### src/rtl/sram_arbiter.sv
// sram_arbiter: shares one single-port synchronous SRAM between instruction fetch
// and data access. Data has priority; a starvation limiter forces a fetch grant
// after STARVE_LIMIT consecutive data grants. One-cycle read data is steered back
// to the requester that issued the read.
module sram_arbiter #(
  parameter int unsigned STARVE_LIMIT = 4
) (
  input  logic        clk,
  input  logic        resetn,
  input  logic        cancel,
  // Instruction fetch port (read only)
  input  logic        inst_req,
  input  logic [31:0] inst_addr,
  output logic        inst_ready,
  output logic        inst_rvalid,
  output logic [31:0] inst_rdata,
  // Data port
  input  logic        data_req,
  input  logic [3:0]  data_wen,
  input  logic [31:0] data_addr,
  input  logic [31:0] data_wdata,
  output logic        data_ready,
  output logic        data_rvalid,
  output logic [31:0] data_rdata,
  // SRAM port
  output logic        ram_en,
  output logic [3:0]  ram_wen,
  output logic [31:0] ram_addr,
  output logic [31:0] ram_wdata,
  input  logic [31:0] ram_rdata,
  // Performance counters
  output logic [31:0] perf_inst_cnt,
  output logic [31:0] perf_data_cnt
);

  localparam logic [3:0] Limit = 4'(STARVE_LIMIT);

  logic [1:0]  rsp_sel_q, rsp_sel_d;
  logic [3:0]  starve_cnt_q, starve_cnt_d;
  logic [31:0] perf_inst_q, perf_inst_d;
  logic [31:0] perf_data_q, perf_data_d;

  logic force_inst;
  logic gnt_inst;
  logic gnt_data;

  // Grant decision: data first unless the fetch has been starved long enough.
  always_comb begin
    force_inst = (starve_cnt_q == Limit) & inst_req & ~cancel;
    gnt_inst   = resetn & inst_req & ~cancel & (~data_req | force_inst);
    gnt_data   = resetn & data_req & ~gnt_inst;
    inst_ready = gnt_inst;
    data_ready = gnt_data;
  end

  // SRAM request mux; all fields zero when nothing is granted.
  always_comb begin
    ram_en    = gnt_inst | gnt_data;
    ram_wen   = 4'b0;
    ram_addr  = 32'b0;
    ram_wdata = 32'b0;
    if (gnt_data) begin
      ram_wen   = data_wen;
      ram_addr  = data_addr;
      ram_wdata = data_wdata;
    end else if (gnt_inst) begin
      ram_addr  = inst_addr;
    end
  end

  // Response steering; gating by resetn discards a read in flight across reset.
  always_comb begin
    inst_rvalid   = resetn & rsp_sel_q[1] & ~cancel;
    data_rvalid   = resetn & rsp_sel_q[0];
    inst_rdata    = inst_rvalid ? ram_rdata : 32'b0;
    data_rdata    = data_rvalid ? ram_rdata : 32'b0;
    perf_inst_cnt = resetn ? perf_inst_q : 32'b0;
    perf_data_cnt = resetn ? perf_data_q : 32'b0;
  end

  // Next-state for response tag, starvation counter and perf counters.
  always_comb begin
    // Writes complete at grant, so only data reads are tagged.
    rsp_sel_d = {gnt_inst, gnt_data & (data_wen == 4'b0)};

    starve_cnt_d = starve_cnt_q;
    if (gnt_inst | ~inst_req | cancel) begin
      starve_cnt_d = 4'd0;
    end else if (gnt_data & inst_req & (starve_cnt_q < Limit)) begin
      starve_cnt_d = starve_cnt_q + 4'd1;
    end

    perf_inst_d = perf_inst_q + {31'b0, gnt_inst};
    perf_data_d = perf_data_q + {31'b0, gnt_data};
  end

  // State registers with synchronous active-low reset.
  always_ff @(posedge clk) begin
    if (!resetn) begin
      rsp_sel_q    <= 2'b0;
      starve_cnt_q <= 4'd0;
      perf_inst_q  <= 32'b0;
      perf_data_q  <= 32'b0;
    end else begin
      rsp_sel_q    <= rsp_sel_d;
      starve_cnt_q <= starve_cnt_d;
      perf_inst_q  <= perf_inst_d;
      perf_data_q  <= perf_data_d;
    end
  end

endmodule

### config.mk
export PLATFORM = sky130hd
export DESIGN_NAME = sram_arbiter
export DESIGN_NICKNAME = d
export VERILOG_FILES = /design/src/rtl/sram_arbiter.sv
export SDC_FILE = /design/constraint.sdc
export NUM_CORES = 1
export LEC_CHECK = 0
export ABC_AREA = 1
export BUFFER_PORTS_ARGS = -buffer_cell sky130_fd_sc_hd__buf_4
export CAP_MARGIN = 20
export CORE_AREA = 2 2 131 133
export CTS_CLUSTER_DIAMETER = 100
export DETAILED_ROUTE_END_ITERATION = 10
export DIE_AREA = 0 0 133 135
export PLACE_DENSITY = 0.69
export RECOVER_POWER = 50
export SLEW_MARGIN = 20
export SYNTH_ARGS = -nofsm -noshare
export SYNTH_HDL_FRONTEND = slang
export SYNTH_SLANG_ARGS = --single-unit
### constraint.sdc
create_clock -name clk -period 5.35 [get_ports clk]
set_clock_uncertainty 0.2 [all_clocks]
set_input_delay 0.535 -clock clk [delete_from_list [all_inputs] [get_ports clk]]
set_output_delay 0.535 -clock clk [all_outputs]
set_load 0.05 [all_outputs]
# ---- Word level (Yosys, flattened, before mapping)
# Cells that the tools add are included.
# Widths: inputs -> output; s select.
dict set report word_totals {
  regBits 70
  in_bits 137
  output_inout_bits 201
}
dict set report op_classes {
  add_sub_neg 3
  order_cmp 1
  n_eq_ne 1
  mux 8
  bitwise 22
  n_reduce_logical 2
}
# op n
set ops {}
lappend ops {{$mux 32} 7}
lappend ops {{$add 32x1->32} 2}
lappend ops {{$and 1x1->1} 13}
lappend ops {{$not 1->1} 5}
lappend ops {{$add 4x1->4 const B} 1}
lappend ops {{$eq 4x3->1 const B} 1}
lappend ops {{$logic_not 4->1} 1}
lappend ops {{$lt 4x3->1 const B} 1}
lappend ops {{$mux 4} 1}
lappend ops {{$or 1x1->1} 4}
lappend ops {{$reduce_or 2->1} 1}

# ---- Logic depth before layout (Yosys ltp)
dict set report logic_depth {
  word_depth 9
  depth_mapped 19
  depth_no_buf 18
}

# ---- Least setup slack after synthesis
# No wires, ideal clock.
dict set report synth_path {
  path_kind {input -> register}
  from {input resetn}
  to {register perf_inst_q[18]}
  setup_ns 0.128
  arrival_time_ns 2.399
  required_time_ns 5.022
  slack_ns 2.623
  path_stages 15
  path_buffers 2
  path_cell_list {buf_4 -> inv_2 -> nor3_2 -> nand2_2 -> inv_2 -> buf_4 -> ha_1 -> ha_1 -> nand3_1 -> nor2_4 -> nand2_1 -> inv_1 -> nand4_1 -> nand2_1 -> nor2_1}
}
dict set report synth_between {
  elab_chain_len 4
}
# item line_no
set synth_rtl {}
lappend synth_rtl {{start, declared} 9} ;# input logic resetn,
lappend synth_rtl {{$and 1x1->1 (3 in a row)} 50} ;# gnt_inst = resetn & inst_req & ~cancel & (~data_req | force_inst);
lappend synth_rtl {{named net inst_ready} 14} ;# output logic inst_ready,
lappend synth_rtl {{$add 32x1->32} 93} ;# perf_inst_d = perf_inst_q + {31'b0, gnt_inst};
lappend synth_rtl {{end signal, assigned} 107} ;# perf_inst_q <= perf_inst_d;
lappend synth_rtl {{end, declared} 40} ;# logic [31:0] perf_inst_q, perf_inst_d;
# The timed path passes the listed nets, and every way through them passes these cells.
# A chain may end at the register's enable or synchronous reset.

# ---- Final worst setup path
dict set report layout_path {
  from {input resetn}
  to {register perf_inst_q[26]}
}
dict set report layout_between {
  elab_chain_len 4
}
# item line_no
set layout_rtl {}
lappend layout_rtl {{$and 1x1->1 (3 in a row)} 50}
lappend layout_rtl {{$add 32x1->32} 93}
# Parallel ways exist; a longest one is shown, timed or not.

==> results.md <==
* Hold WS at 0.175 ns
* Leak at 4.08 nW
* Worst-skew pair later-pin latency at 0.33 ns
* Buffers on Ports at 337
* Initial antenna violation count at 0
* # setup viols final at 0
* Total length of routed wires at 23.0 mm
* Syn Area/Cell at 5.26 um^2
* # DRC at 0
* Syn nets at 1163
* Via count at 7097
* CTS tree: yes
* Utilization after layout at 0.480
* ANT nets after route at 0
* Worst Tran Pin Value at 1.26 ns
* Total gr overflow at 0
* Num rows at 47
* First-pass GRT wire length at 33.8 mm
* EDFF count, synth at 0
* Peak Freq at 258 MHz
* Vias per std cell at 4.54
* CTS Sinks at 70
* Setup Buffers After CTS at 0
* Clock buffer depth at 2
* Fin crit share at 0.724
* Die Y-Extent at 135 um
* Hold Path Class: in -> reg
* Primary FF master, synth: dfxtp_1
* Synthesized instance count at 1019
* Nets at 1483
* Layout cells sized above 1 at 0.182
* Final setup TNS at 0 ns
* Max FO, Critical Path at 34
* Crit-path cells: clkbuf_1 > inv_2 > nor3_1 > nand2_1 > inv_1 > ha_1 > ha_1 > nand3_1 > nor2_4 > nand2_1 > inv_1 > nand3_1 > a21oi_1
* Vias in the first global route at 6247
* Largest stage delay, worst path at 0.81 ns
* TritonRoute pass-1 iters at 5
* Pre-CTS setup slack at 1.61 ns
* Core area at 16400 um^2
* Worst slew margin at 0.160
* Final Hold Viols at 0
* Cts repair resizes at 0
* Worst Path Arrival at 3.93 ns
* Biggest area consumer among synthesized cells: dfxtp_1
* Syn. warnings at 0
* Post-place instance area at 8000 um^2
* Root Driver: clkbuf_16
* Slew Limit Fails at 0
* Design area at 7870 um^2
* Die Footprint at 18000 um^2
* Count leader, synth: nand2_1
* CTS H-tree lvls at 3
* Required @ worst endpoint at 5.41 ns
* RD Place Congestion at 0.943
* RSZ-0062 raised after global routing: false
* Largest cells by area after synthesis: dfxtp_1 (26%), nand2_1 (24%), nor2_1 (15%), inv_1 (14%), a21oi_1 (4.2%)
* Hpwl dp at 19.3 mm
* Slowest cell on crit path: inv_1
* Synthesis-to-layout area growth at 46.9%
* TritonCTS buffer count at 9
* Largest net degree at the start of global routing at 71
* Worst Setup End Kind: flip-flop
* Crit start category: input pin
* Max Cap Violations at 0
* Power Dens Cells at 194 nW/um^2
* Post-synth top area share at 0.262
* Initial Utilization at 0.326
* Io pins at 338
* Top post-synthesis cells by count: nand2_1 (345), nor2_1 (221), inv_1 (202)
* Status: finished, final reports clean
* Maximum VDD drop at 0.122 mV
* Mapped cell area at 5360 um^2
* Ys async rst share at 0
* Die W at 133 um
* Hold Buf Count CTS at 0
* Reg clk slew, reported paths at 0.06 ns
* Antenna Cells at 0
* Total global-route track usage at 0.242
* Iter 0 DRT Violations at 521
* WS Path Type: in -> reg
* Register area share after synthesis at 0.262
* Final min period at 3.87 ns
* Seq cells post-synth at 70
* DR WL/cell at 14.7 um
* Yosys cell types at 28
* Final worst slack at 1.48 ns
==> layout make-up <==
class / instances / area (um^2)
inverter: 206 / 773
tap: 220 / 275
multi-input combinational: 713 / 2990
clock buffer: 9 / 225
fill: 1905 / 8540
sequential: 70 / 1400
timing repair buffer: 339 / 2080
clock inverter: 7 / 121
==> stage by stage <==
| stage | power [W] | cells |
|---|---|---|
| after floorplan | 0.000703 | 1019 |
| after global placement | 0.000847 | 1548 |
| after detailed placement | 0.000849 | 1548 |
| after CTS | 0.00154 | 1564 |
| after global routing | 0.00158 | 1564 |
| final | 0.00153 | 1564 |
==> power by group <==
part	internal [W]	total [W]	switching [W]
Combinational	0.000111	0.000308	0.000197
Sequential	0.000523	0.000524	0.00000132
Clock	0.000458	0.000694	0.000236
Total	0.00109	0.00153	0.000435
==> layout by cell type, fill, tap and decap left out, types with 4 or more instances in the layout <==
master     netlist  layout
ha_1             7       7
a21oi_1         45      45
nand3_1         42      42
nor2_1         221     221
clkbuf_16        0       9
inv_1          202     203
nand2_1        345     346
xnor2_1          6       6
nor3_1           7       8
dfxtp_1         70      70
clkbuf_1        14     123
o21ai_0         14      14
buf_4            4     215
nor2_2           4       4
nand4_1          7       7
==> metal layers <==
layer | track usage | vias up | routed length [um]
met1 | 0.330 | 3153 | 10200
li1 | - | 3625 | -
met3 | 0.0507 | 18 | 1980
met4 | 0.0645 | 0 | 282
met5 | 0 | - | 0
met2 | 0.388 | 301 | 10600
==> registers in the layout, indices dropped and copies added (netlist names) <==
name          cells
perf_data_q      32
perf_inst_q      32
rsp_sel_q         2
starve_cnt_q      4
==> worst paths after layout <==
kind	cells after the start	slack (ns)	startpoint	to
max	13	1.48	resetn	perf_inst_q[26]
min	2	0.17	data_wen[3]	rsp_sel_q[0]
max reg2reg	18	1.59	starve_cnt_q[0]	perf_data_q[20]
min reg2reg	2	0.26	starve_cnt_q[3]	starve_cnt_q[3]
==> logic make-up (layout without fill, tap and decap cells) <==
kind of cell / after synthesis / after routing / share of synthesized area
and+or+nand+nor: 636 / 636 / 0.471
buffers and inverters: 236 / 561 / 0.178
DFF: 70 / 70 / 0.262
AOI/OAI and AO/OA: 63 / 63 / 0.0607
adders and majority gates: 7 / 7 / 0.0164
xor gates and xnor gates: 7 / 7 / 0.0114
==> worst max-delay path, delay by kind of cell <==
family | cells | cell delay (ns)
AOI/OAI and AO/OA | 1 | 0.15
buffers and inverters | 4 | 1.59
and+or+nand+nor | 6 | 1.08
adders and majority gates | 2 | 0.55
No activity file was read; power rests on OpenSTA's default activity.
